$ cat config.mk
export PLATFORM = sky130hd
export DESIGN_NAME = addsub_arbiter
export DESIGN_NICKNAME = d
export VERILOG_FILES = /design/src/rtl/addsub_arbiter.sv
export SDC_FILE = /design/constraint.sdc
export NUM_CORES = 1
export LEC_CHECK = 0
export ABC_AREA = 1
export BUFFER_PORTS_ARGS = -buffer_cell sky130_fd_sc_hd__clkbuf_2
export CAP_MARGIN = 20
export CORE_MARGIN = 4
export CORE_UTILIZATION = 49
export DETAILED_ROUTE_END_ITERATION = 6
export GPL_TIMING_DRIVEN = 0
export PLACE_DENSITY = 0.79
export SLEW_MARGIN = 20
export SYNTH_ARGS = -nofsm -noshare
export SYNTH_HDL_FRONTEND = slang
export SYNTH_SLANG_ARGS = --single-unit
$ cat constraint.sdc
create_clock -name clk -period 2.2 [get_ports clk]
set_input_delay 0.33 -clock clk [delete_from_list [all_inputs] [get_ports clk]]
set_output_delay 0.33 -clock clk [all_outputs]
set_load 0.02 [all_outputs]
$ cat src/rtl/addsub_arbiter.sv
// Two-requester round-robin arbiter in front of one shared 4-bit adder-subtractor.
// Each accepted request takes three cycles (latch, compute, respond) and ends in a one-cycle gnt pulse.
//
// state | meaning
// IDLE  | waiting for a request; winner's operands latched on the accepting edge
// EXEC  | latched operands pass through the adder; S/Cout/V registered
// RESP  | gnt of the owner pulses; round-robin pointer moves past the owner
module addsub_arbiter (
    input  logic       clk,
    input  logic       rst_n,
    input  logic       req0,
    input  logic [3:0] A0,
    input  logic [3:0] B0,
    input  logic       M0,
    input  logic       req1,
    input  logic [3:0] A1,
    input  logic [3:0] B1,
    input  logic       M1,
    output logic       gnt0,
    output logic       gnt1,
    output logic [3:0] S,
    output logic       Cout,
    output logic       V,
    output logic       busy
);

    localparam logic [1:0] ST_IDLE = 2'd0;
    localparam logic [1:0] ST_EXEC = 2'd1;
    localparam logic [1:0] ST_RESP = 2'd2;

    logic [1:0] state_q, state_d;
    logic [3:0] a_q, a_d;
    logic [3:0] b_q, b_d;
    logic       m_q, m_d;
    logic       owner_q, owner_d;
    logic       prio1_q, prio1_d;
    logic [3:0] s_q, s_d;
    logic       cout_q, cout_d;
    logic       v_q, v_d;
    logic       gnt0_q, gnt0_d;
    logic       gnt1_q, gnt1_d;

    logic       win1;
    logic [3:0] b_eff;
    logic [4:0] sum_full;
    logic       carry3;

    // Requester 1 wins when it is alone, or when both ask and the pointer favours it.
    assign win1 = req1 & (~req0 | prio1_q);

    // Subtract is A + ~B + 1; the +1 enters as the adder's carry-in.
    assign b_eff    = m_q ? ~b_q : b_q;
    assign sum_full = {1'b0, a_q} + {1'b0, b_eff} + {4'd0, m_q};
    // Carry into bit 3 recovered from bit 3's sum and operand bits.
    assign carry3   = a_q[3] ^ b_eff[3] ^ sum_full[3];

    always_comb begin
        state_d = state_q;
        a_d     = a_q;
        b_d     = b_q;
        m_d     = m_q;
        owner_d = owner_q;
        prio1_d = prio1_q;
        s_d     = s_q;
        cout_d  = cout_q;
        v_d     = v_q;
        gnt0_d  = 1'b0;
        gnt1_d  = 1'b0;

        case (state_q)
            ST_IDLE: begin
                if (req0 || req1) begin
                    owner_d = win1;
                    a_d     = win1 ? A1 : A0;
                    b_d     = win1 ? B1 : B0;
                    m_d     = win1 ? M1 : M0;
                    state_d = ST_EXEC;
                end
            end
            ST_EXEC: begin
                s_d     = sum_full[3:0];
                cout_d  = sum_full[4];
                v_d     = carry3 ^ sum_full[4];
                gnt0_d  = ~owner_q;
                gnt1_d  = owner_q;
                state_d = ST_RESP;
            end
            ST_RESP: begin
                prio1_d = ~owner_q;
                state_d = ST_IDLE;
            end
            default: begin
                state_d = ST_IDLE;
            end
        endcase
    end

    always_ff @(posedge clk) begin
        if (!rst_n) begin
            state_q <= ST_IDLE;
            a_q     <= 4'd0;
            b_q     <= 4'd0;
            m_q     <= 1'b0;
            owner_q <= 1'b0;
            prio1_q <= 1'b0;
            s_q     <= 4'd0;
            cout_q  <= 1'b0;
            v_q     <= 1'b0;
            gnt0_q  <= 1'b0;
            gnt1_q  <= 1'b0;
        end else begin
            state_q <= state_d;
            a_q     <= a_d;
            b_q     <= b_d;
            m_q     <= m_d;
            owner_q <= owner_d;
            prio1_q <= prio1_d;
            s_q     <= s_d;
            cout_q  <= cout_d;
            v_q     <= v_d;
            gnt0_q  <= gnt0_d;
            gnt1_q  <= gnt1_d;
        end
    end

    assign gnt0 = gnt0_q;
    assign gnt1 = gnt1_q;
    assign S    = s_q;
    assign Cout = cout_q;
    assign V    = v_q;
    assign busy = (state_q != ST_IDLE);

endmodule

==> results.json, run 1 <==
{
  "instances_no_fill": 190,
  "start_kind": "flip-flop",
  "cts.clk_slew.worst_paths_ns": 0.11,
  "dieArea_um2": 2820,
  "stdcell_area_um2": 1210,
  "reg2reg_to": "V",
  "drc": 0,
  "ys_top_cells_by_area": "dfxtp_1 42%, nand2_1 11%, a31oi_1 6.3%, o21ai_1 6.0%, ha_1 3.8%",
  "detail-route-antenna-nets": 0,
  "worstSetupEndpoint": "V",
  "maxSlewViolCount": 0,
  "layout_common_cells": "30 x nand2_1, 30 x clkbuf_2, 21 x dfxtp_1",
  "die_h_um": 53.1,
  "grt_antenna_before_repair": 0,
  "drv_cap": 0,
  "synth_cell_types": 25,
  "grt_pass1_vias": 840,
  "whs_ns": 0.248,
  "syn_nets": 155,
  "setup_violations": 0,
  "worst_clock_skew_ns": 0.00232,
  "rows": 16,
  "hold_path.class": "in -> reg",
  "final.period_utilization": 0.769,
  "syn_inst": 129,
  "min-delay-start": "A1[3]",
  "wl_um": 1920,
  "ys_warn_count": 0,
  "worst_ep_arrival_time_ns": 1.91,
  "cts_sinks": 21,
  "tns_ns": 0,
  "core_um2": 1940,
  "fp.dieW_um": 53.1,
  "gp_congestion": 0.812,
  "synth_top_cell_by_area": "dfxtp_1",
  "synth_area_um2": 996,
  "relSlewSlack": 0.781,
  "r2r_cells": 8,
  "drtIter0Drc": 13,
  "p_seq_frac": 0.502,
  "synth.top_cell.area_share": 0.422,
  "cts_resized": 0,
  "worstSetupPathType": "reg -> reg",
  "r2r-start": "m_q",
  "powerDensity_nw_per_um2": 741,
  "hold_buffers": 0,
  "pwr-share-comb": 0.292,
  "p_sw_frac": 0.328,
  "grt_max_degree": 12,
  "cts_setup_buffers": 0,
  "final_core_util": 0.621,
  "hold_viol": 0,
  "port-buffer-count": 30,
  "cts_max_level": 1,
  "num_vias": 914,
  "dpl_cell_area_um2": 1180,
  "intPower_uw": 601,
  "drtPass1Iterations": 4,
  "grt-ovfl-total": 0,
  "cts_inserted_buffers": 3,
  "cp.required_ns": 2.41,
  "max_slew.worst_pin.slew_ns": 0.329,
  "clkPwrFrac": 0.206,
  "crit_start": "m_q",
  "max_freq_mhz": 591,
  "dp_hpwl_um": 1540,
  "cts_buffer_depth": 2,
  "yosys_register_bits": 21,
  "rsz0062_at_grt": "no",
  "ys_seq_area_frac": 0.422,
  "p_switching_uw": 293,
  "via_per_inst": 4.81,
  "dp.cells": 186,
  "finalCriticalPeriod_ns": 1.69,
  "path_max_fanout": 5,
  "drive_gt1_frac": 0.301,
  "antenna_cells": 0,
  "num_io_pins": 31,
  "clkLatencyLatePin_ns": 0.30,
  "start_util": 0.513,
  "wl_per_cell_um": 10.1,
  "cts_root_buffer": "clkbuf_4",
  "status": "completed",
  "cts_tree": "built",
  "crit_path_end_kind": "flip-flop",
  "power_leakage_nw": 0.612,
  "final_nets": 190,
  "ir_drop_mv": 0.455,
  "grt_pass1_wl_um": 3350,
  "rrSetupSlack_ns": 0.51,
  "track_usage": 0.160,
  "syn_avg_cell_area_um2": 7.72,
  "area_delta_synth_final_pct": 21.1
}
## cell usage after synthesis
cell / instances
o21ai_0: 2
a311oi_1: 1
inv_2: 6
o21ai_2: 1
nor2_1: 8
nand3_1: 5
and2_1: 1
nor2_2: 1
buf_2: 3
nand2_2: 2
nor3_1: 1
inv_1: 9
nand2_1: 30
dfxtp_1: 21
a21oi_1: 4
nand3b_4: 1
a21oi_2: 1
o211ai_1: 1
xor2_1: 3
xnor2_1: 1
a31oi_1: 10
ha_1: 3
buf_4: 1
o21ai_1: 12
fa_1: 1
## power groups by stage
stage / logic, mW / registers [mW] / clock network [mW]
after floorplan: 0.181 / 0.469 / 0
after global placement: 0.258 / 0.455 / 0
after detailed placement: 0.263 / 0.457 / 0
after CTS: 0.264 / 0.449 / 0.193
after global routing: 0.298 / 0.454 / 0.215
final: 0.261 / 0.448 / 0.184
## routing by layer
| metal | wire, um | track usage | part of all wire | up-vias |
|---|---|---|---|---|
| li1 | - | - | - | 497 |
| met1 | 905 | 0.200 | 0.47 | 390 |
| met2 | 850 | 0.267 | 0.44 | 22 |
| met3 | 123 | 0.0254 | 0.064 | 5 |
| met4 | 43 | 0.0766 | 0.022 | 0 |
| met5 | 0 | 0 | 0 | - |
## registers in the layout (all words and copies together), names as in the netlist
register / count
S: 4
a_q: 4
b_q: 4
state_q: 2
Cout: 1
V: 1
gnt0: 1
gnt1: 1
m_q: 1
owner_q: 1
prio1_q: 1
## worst max-delay path, cell delays in order (launching register included)
cell	delay, ns
dfxtp_1	0.48
xor2_1	0.18
ha_1	0.29
a21oi_1	0.33
nand2_1	0.10
nand2_1	0.06
nand3_1	0.07
nand2_1	0.06
inv_1	0.03
## area by class of cell
cell class / count / area [um^2]
flip-flops and latches: 21 / 420
well taps: 27 / 33.8
clock buffers: 4 / 26.3
plain buffers: 4 / 22.5
repair buffers: 30 / 150
fillers: 187 / 736
inverters: 15 / 56.3
multi-input cells: 89 / 497
## how the worst min path moves through the flow
stage / end / depth (start not counted)
2_1_floorplan: gnt0 / 1
3_3_place_gp: S[1] / 2
3_5_place_dp: gnt0 / 1
4_1_cts: b_q[0] / 3
5_1_grt: a_q[2] / 3
6_report: a_q[3] / 3
## stage by stage
step	total power, mW	worst slack [ns]
2_1_floorplan	0.650	0.687
3_3_place_gp	0.713	0.550
3_5_place_dp	0.720	0.499
4_1_cts	0.906	0.498
5_1_grt	0.967	0.295
6_report	0.893	0.509
## logic make-up after synthesis
| kind of cell | Yosys count | synth area share |
|---|---|---|
| simple gates | 49 | 0.219 |
| flops | 21 | 0.422 |
| xor+xnor | 4 | 0.0352 |
| compound gates | 32 | 0.187 |
| buf+inv | 19 | 0.0791 |
| fa+ha+maj | 4 | 0.0578 |
Power figures use the tool's default switching activity.
==> run 2: changes to the inputs <==
- clock period: 2.2 -> 1.6 ns (I/O delays scaled with it)
==> results.json, run 2 (synthesis gave the netlist of run 1 again) <==
{
  "dp_hpwl_um": 1540,
  "die_h_um": 53.1,
  "start_util": 0.513,
  "powerDensity_nw_per_um2": 1020,
  "route.met3.wl_um": 129,
  "cts_sinks": 21,
  "place_ws_ns": -0.101,
  "hold_buffers": 0,
  "status": "completed",
  "finalCriticalPeriod_ns": 1.59,
  "worst_ep_arrival_time_ns": 1.80,
  "maxSlewViolCount": 0,
  "setup_ws_ns": 0.0121,
  "path_buf_inv": 2,
  "track_usage": 0.163,
  "route.top_layer_used": "met4",
  "p_total_mw": 1.30,
  "cts_inserted_buffers": 3,
  "via_per_inst": 4.86,
  "cpMostUsedCell": "nand3_2",
  "grt_pass1_wl_um": 3410,
  "routed-wl-met2_um": 946,
  "path_delay_family": "simple AND/OR/NAND/NOR gates",
  "num_vias": 938,
  "cts_root_buffer": "clkbuf_4",
  "max_slew.worst_pin.slew_ns": 0.276,
  "dp.cells": 186,
  "seqCellArea_um2": 427,
  "intPower_uw": 868,
  "cts_max_level": 1,
  "layout_common_cells": "30 x clkbuf_2, 29 x nand2_1, 18 x dfxtp_1",
  "clkPwrFrac": 0.195,
  "core_um2": 1940,
  "power_leakage_nw": 0.636,
  "pwr-share-comb": 0.328,
  "worstPathCellList": "inv_2 -> nand2_2 -> and2_4 -> fa_2 -> nand3_2 -> nand3_2 -> nand3_2 -> nand3_1 -> nand2_1 -> inv_1",
  "hold_viol": 0,
  "relSlewSlack": 0.816,
  "clkLatencyLatePin_ns": 0.30,
  "cts_tree": "built",
  "final.period_utilization": 0.992,
  "setup_violations": 0,
  "instances_no_fill": 193,
  "drtIter0Drc": 8,
  "antenna_cells": 0,
  "cp.required_ns": 1.82,
  "grt_antenna_before_repair": 0,
  "p_seq_frac": 0.477,
  "grt-ovfl-total": 0,
  "drc": 0,
  "drtPass1Iterations": 4,
  "fillers": 177,
  "hold_path.class": "in -> reg",
  "ir_drop_mv": 0.640,
  "num_io_pins": 31,
  "start_kind": "flip-flop",
  "detail-route-antenna-nets": 0,
  "max_freq_mhz": 630,
  "grt_max_degree": 12,
  "worst_clock_skew_ns": 0.00198,
  "worstSetupPathType": "reg -> reg",
  "final_nets": 193,
  "p_sw_frac": 0.334,
  "gp_congestion": 0.812,
  "drv_cap": 0,
  "wl_um": 2060,
  "rows": 16,
  "p_switching_uw": 436,
  "crit_path_top_delay_cell": "fa_2",
  "crit_path_end_kind": "flip-flop",
  "area_delta_synth_final_pct": 28.6,
  "wl_met1_um": 949,
  "rsz0062_at_grt": "yes",
  "drive_gt1_frac": 0.398,
  "grt_pass1_vias": 847,
  "dieArea_um2": 2820,
  "layout_commonest_cell": "clkbuf_2",
  "multi_input_area_um2": 543,
  "fp.dieW_um": 53.1,
  "cp_slowest_stage_delay_ns": 0.40,
  "path_max_fanout": 5,
  "port-buffer-count": 30,
  "wl_per_cell_um": 10.7,
  "cts_buffer_depth": 2,
  "cts.clk_slew.worst_paths_ns": 0.11
}
-- run 2: per-layer routing --
metal	up-vias	track usage
met5	-	0
met4	0	0.0766
met3	4	0.0254
met2	25	0.273
met1	404	0.202
li1	505	-
-- run 2: timing repair --
| item | CTS | global route |
|---|---|---|
| resized for setup | 5 | 12 |
| setup buffers | 0 | 3 |
| setup endpoints to repair | 3 | 3 |
| cloned | 0 | 0 |
| pin swaps | 0 | 8 |
-- run 2: through the flow --
step                TNS [ns]  hold slack (ns)   util  instance area (um^2)
floorplan                  0            0.371      -                   996
finish                     0            0.150  0.660                  1280
global placement     -0.0501            0.462  0.608                  1180
global route          -0.200            0.147  0.660                  1280
CTS                        0            0.145  0.627                  1220
detailed placement    -0.164            0.469  0.608                  1180
-- run 2: layout make-up --
cell class | instances | share of cell area
sequential | 21 | 0.333
inverter | 15 | 0.0439
clock buffer | 4 | 0.0205
timing repair buffer | 33 | 0.135
multi-input combinational | 89 | 0.424
buffer | 4 | 0.0176
tap | 27 | 0.0264
-- run 2: power groups by stage --
stage          clock [mW]  sequential [mW]  combinational (mW)
3_3_place_gp            0            0.626               0.354
4_1_cts             0.266            0.620               0.370
3_5_place_dp            0            0.629               0.362
5_1_grt             0.298            0.630               0.484
2_1_floorplan           0            0.644               0.249
6_report            0.255            0.622               0.427
-- run 2: tightest hold or removal path, stage by stage --
cell	delay [ns]
clkbuf_2	0.08
nand2_1	0.05
a31oi_1	0.06
-- run 2: final timing paths --
check,startpoint,slack (ns),endpoint,depth (start not counted)
setup / recovery,m_q,0.01,V,10
hold reg to reg,owner_q,0.49,gnt1,2
setup reg to reg,m_q,0.01,V,10
hold / removal,B1[0],0.15,b_q[0],3
==> run 3: changes to the inputs <==
- CORE_ASPECT_RATIO: default -> 1.5
==> results.json, run 3 (synthesis gave the netlist of run 1 again) <==
{
  "status": "completed",
  "max_slew.worst_pin.slew_ns": 0.255,
  "drv_cap": 0,
  "worst_ep_arrival_time_ns": 1.78,
  "grt_pass1_vias": 837,
  "grt-ovfl-total": 0,
  "rsz0062_at_grt": "yes",
  "num_io_pins": 31,
  "wl_um": 2120,
  "cp.required_ns": 1.82,
  "cts_sinks": 21,
  "final_nets": 190,
  "wl_per_cell_um": 11.5,
  "whs_ns": 0.149,
  "cts.clk_slew.worst_paths_ns": 0.12,
  "rows": 19,
  "path_max_fanout": 5,
  "ir_drop_mv": 0.747,
  "antenna_cells": 0,
  "hold_buffers": 0,
  "power_leakage_nw": 0.627,
  "layout_common_cells": "30 x clkbuf_2, 29 x nand2_1, 18 x dfxtp_1",
  "crit_path_end_kind": "flip-flop",
  "layout_commonest_cell": "clkbuf_2",
  "maxSlewViolCount": 0,
  "fillers": 162,
  "hold_path.class": "in -> reg",
  "relSlewSlack": 0.830,
  "gp_congestion": 0.738,
  "grt_max_degree": 12,
  "start_util": 0.530,
  "hold_viol": 0,
  "final.period_utilization": 0.977,
  "grt_antenna_before_repair": 0,
  "rrSetupSlack_ns": 0.04,
  "cts_buffer_depth": 2,
  "drtPass1Iterations": 4,
  "cts_root_buffer": "clkbuf_4",
  "die_h_um": 63.2,
  "setup_violations": 0,
  "detail-route-antenna-nets": 0,
  "worst_clock_skew_ns": 0.00121,
  "drtIter0Drc": 10,
  "powerDensity_nw_per_um2": 1030,
  "max_freq_mhz": 640,
  "core_um2": 1880,
  "num_vias": 956,
  "drive_gt1_frac": 0.393,
  "drc": 0,
  "dieArea_um2": 2830,
  "via_per_inst": 5.20,
  "clkLatencyLatePin_ns": 0.30,
  "cts_inserted_buffers": 3,
  "grt_pass1_wl_um": 3360,
  "fp.dieW_um": 44.8,
  "port-buffer-count": 30,
  "cts_setup_buffers": 0,
  "dp_hpwl_um": 1600,
  "track_usage": 0.148,
  "area_delta_synth_final_pct": 26.9,
  "finalCriticalPeriod_ns": 1.56,
  "cts_max_level": 1,
  "tns_ns": 0,
  "start_kind": "flip-flop",
  "worstSetupPathType": "reg -> reg",
  "cts_tree": "built"
}
[run 3: changes by cell type in the layout (fill, tap and decap cells not counted), sizes merged]
| cell | previous run | this run |
|---|---|---|
| buf | 7 | 4 |
[run 3: final timing paths]
path / from / endpoint / cells after the start
setup reg to reg: m_q / V / 10
hold reg to reg: S[1] / S[1] / 2
setup / recovery: m_q / V / 10
hold / removal: A1[0] / a_q[0] / 3
[run 3: layer usage]
metal / routed length [um] / GRT usage / part of all wire / up-vias
li1: - / - / - / 494
met1: 838 / 0.174 / 0.40 / 423
met2: 1110 / 0.268 / 0.52 / 35
met3: 156 / 0.0342 / 0.074 / 4
met4: 14 / 0.0220 / 0.0066 / 0
met5: 0 / 0 / 0 / -
[run 3: area by class of cell]
type | count | area (um^2) | area share
buffer | 4 | 22.5 | 0.0178
clock buffer | 4 | 26.3 | 0.0208
inverter | 15 | 56.3 | 0.0446
multi-input combinational | 89 | 556 | 0.440
sequential | 21 | 427 | 0.338
tap | 21 | 26.3 | 0.0208
timing repair buffer | 30 | 150 | 0.119
[run 3: repair_timing]
action | in CTS | in global routing
gates resized for setup | 4 | 15
cloned | 0 | 0
setup endpoints to repair | 3 | 3
pin swaps | 0 | 5
[run 3: through the flow]
stage           util  worst slack (ns)  power, mW  instance area (um^2)  std cells
2_1_floorplan      -            0.0868      0.893                   996        129
4_1_cts        0.646       0.000000666       1.25                  1210        184
5_1_grt        0.673           -0.0487       1.38                  1260        184
3_3_place_gp   0.624           -0.0259      0.979                  1170        180
6_report       0.673            0.0373       1.31                  1260        184
3_5_place_dp   0.624           -0.0789      0.992                  1170        180
[run 3: worst max-delay path: stages (launching register included)]
cell,delay [ns]
dfxtp_4,0.39
inv_2,0.05
nand2_2,0.06
and2_4,0.14
fa_2,0.41
nand3_2,0.08
nand3_2,0.09
nand3_2,0.07
nand3_1,0.08
nand2_1,0.07
inv_1,0.03
[run 3: where the power goes]
group	internal (mW)	total [mW]	leakage (nW)	switching, mW
sequential	0.579	0.626	0.175	0.0467
combinational	0.182	0.418	0.437	0.235
clock	0.0971	0.263	0.0150	0.165
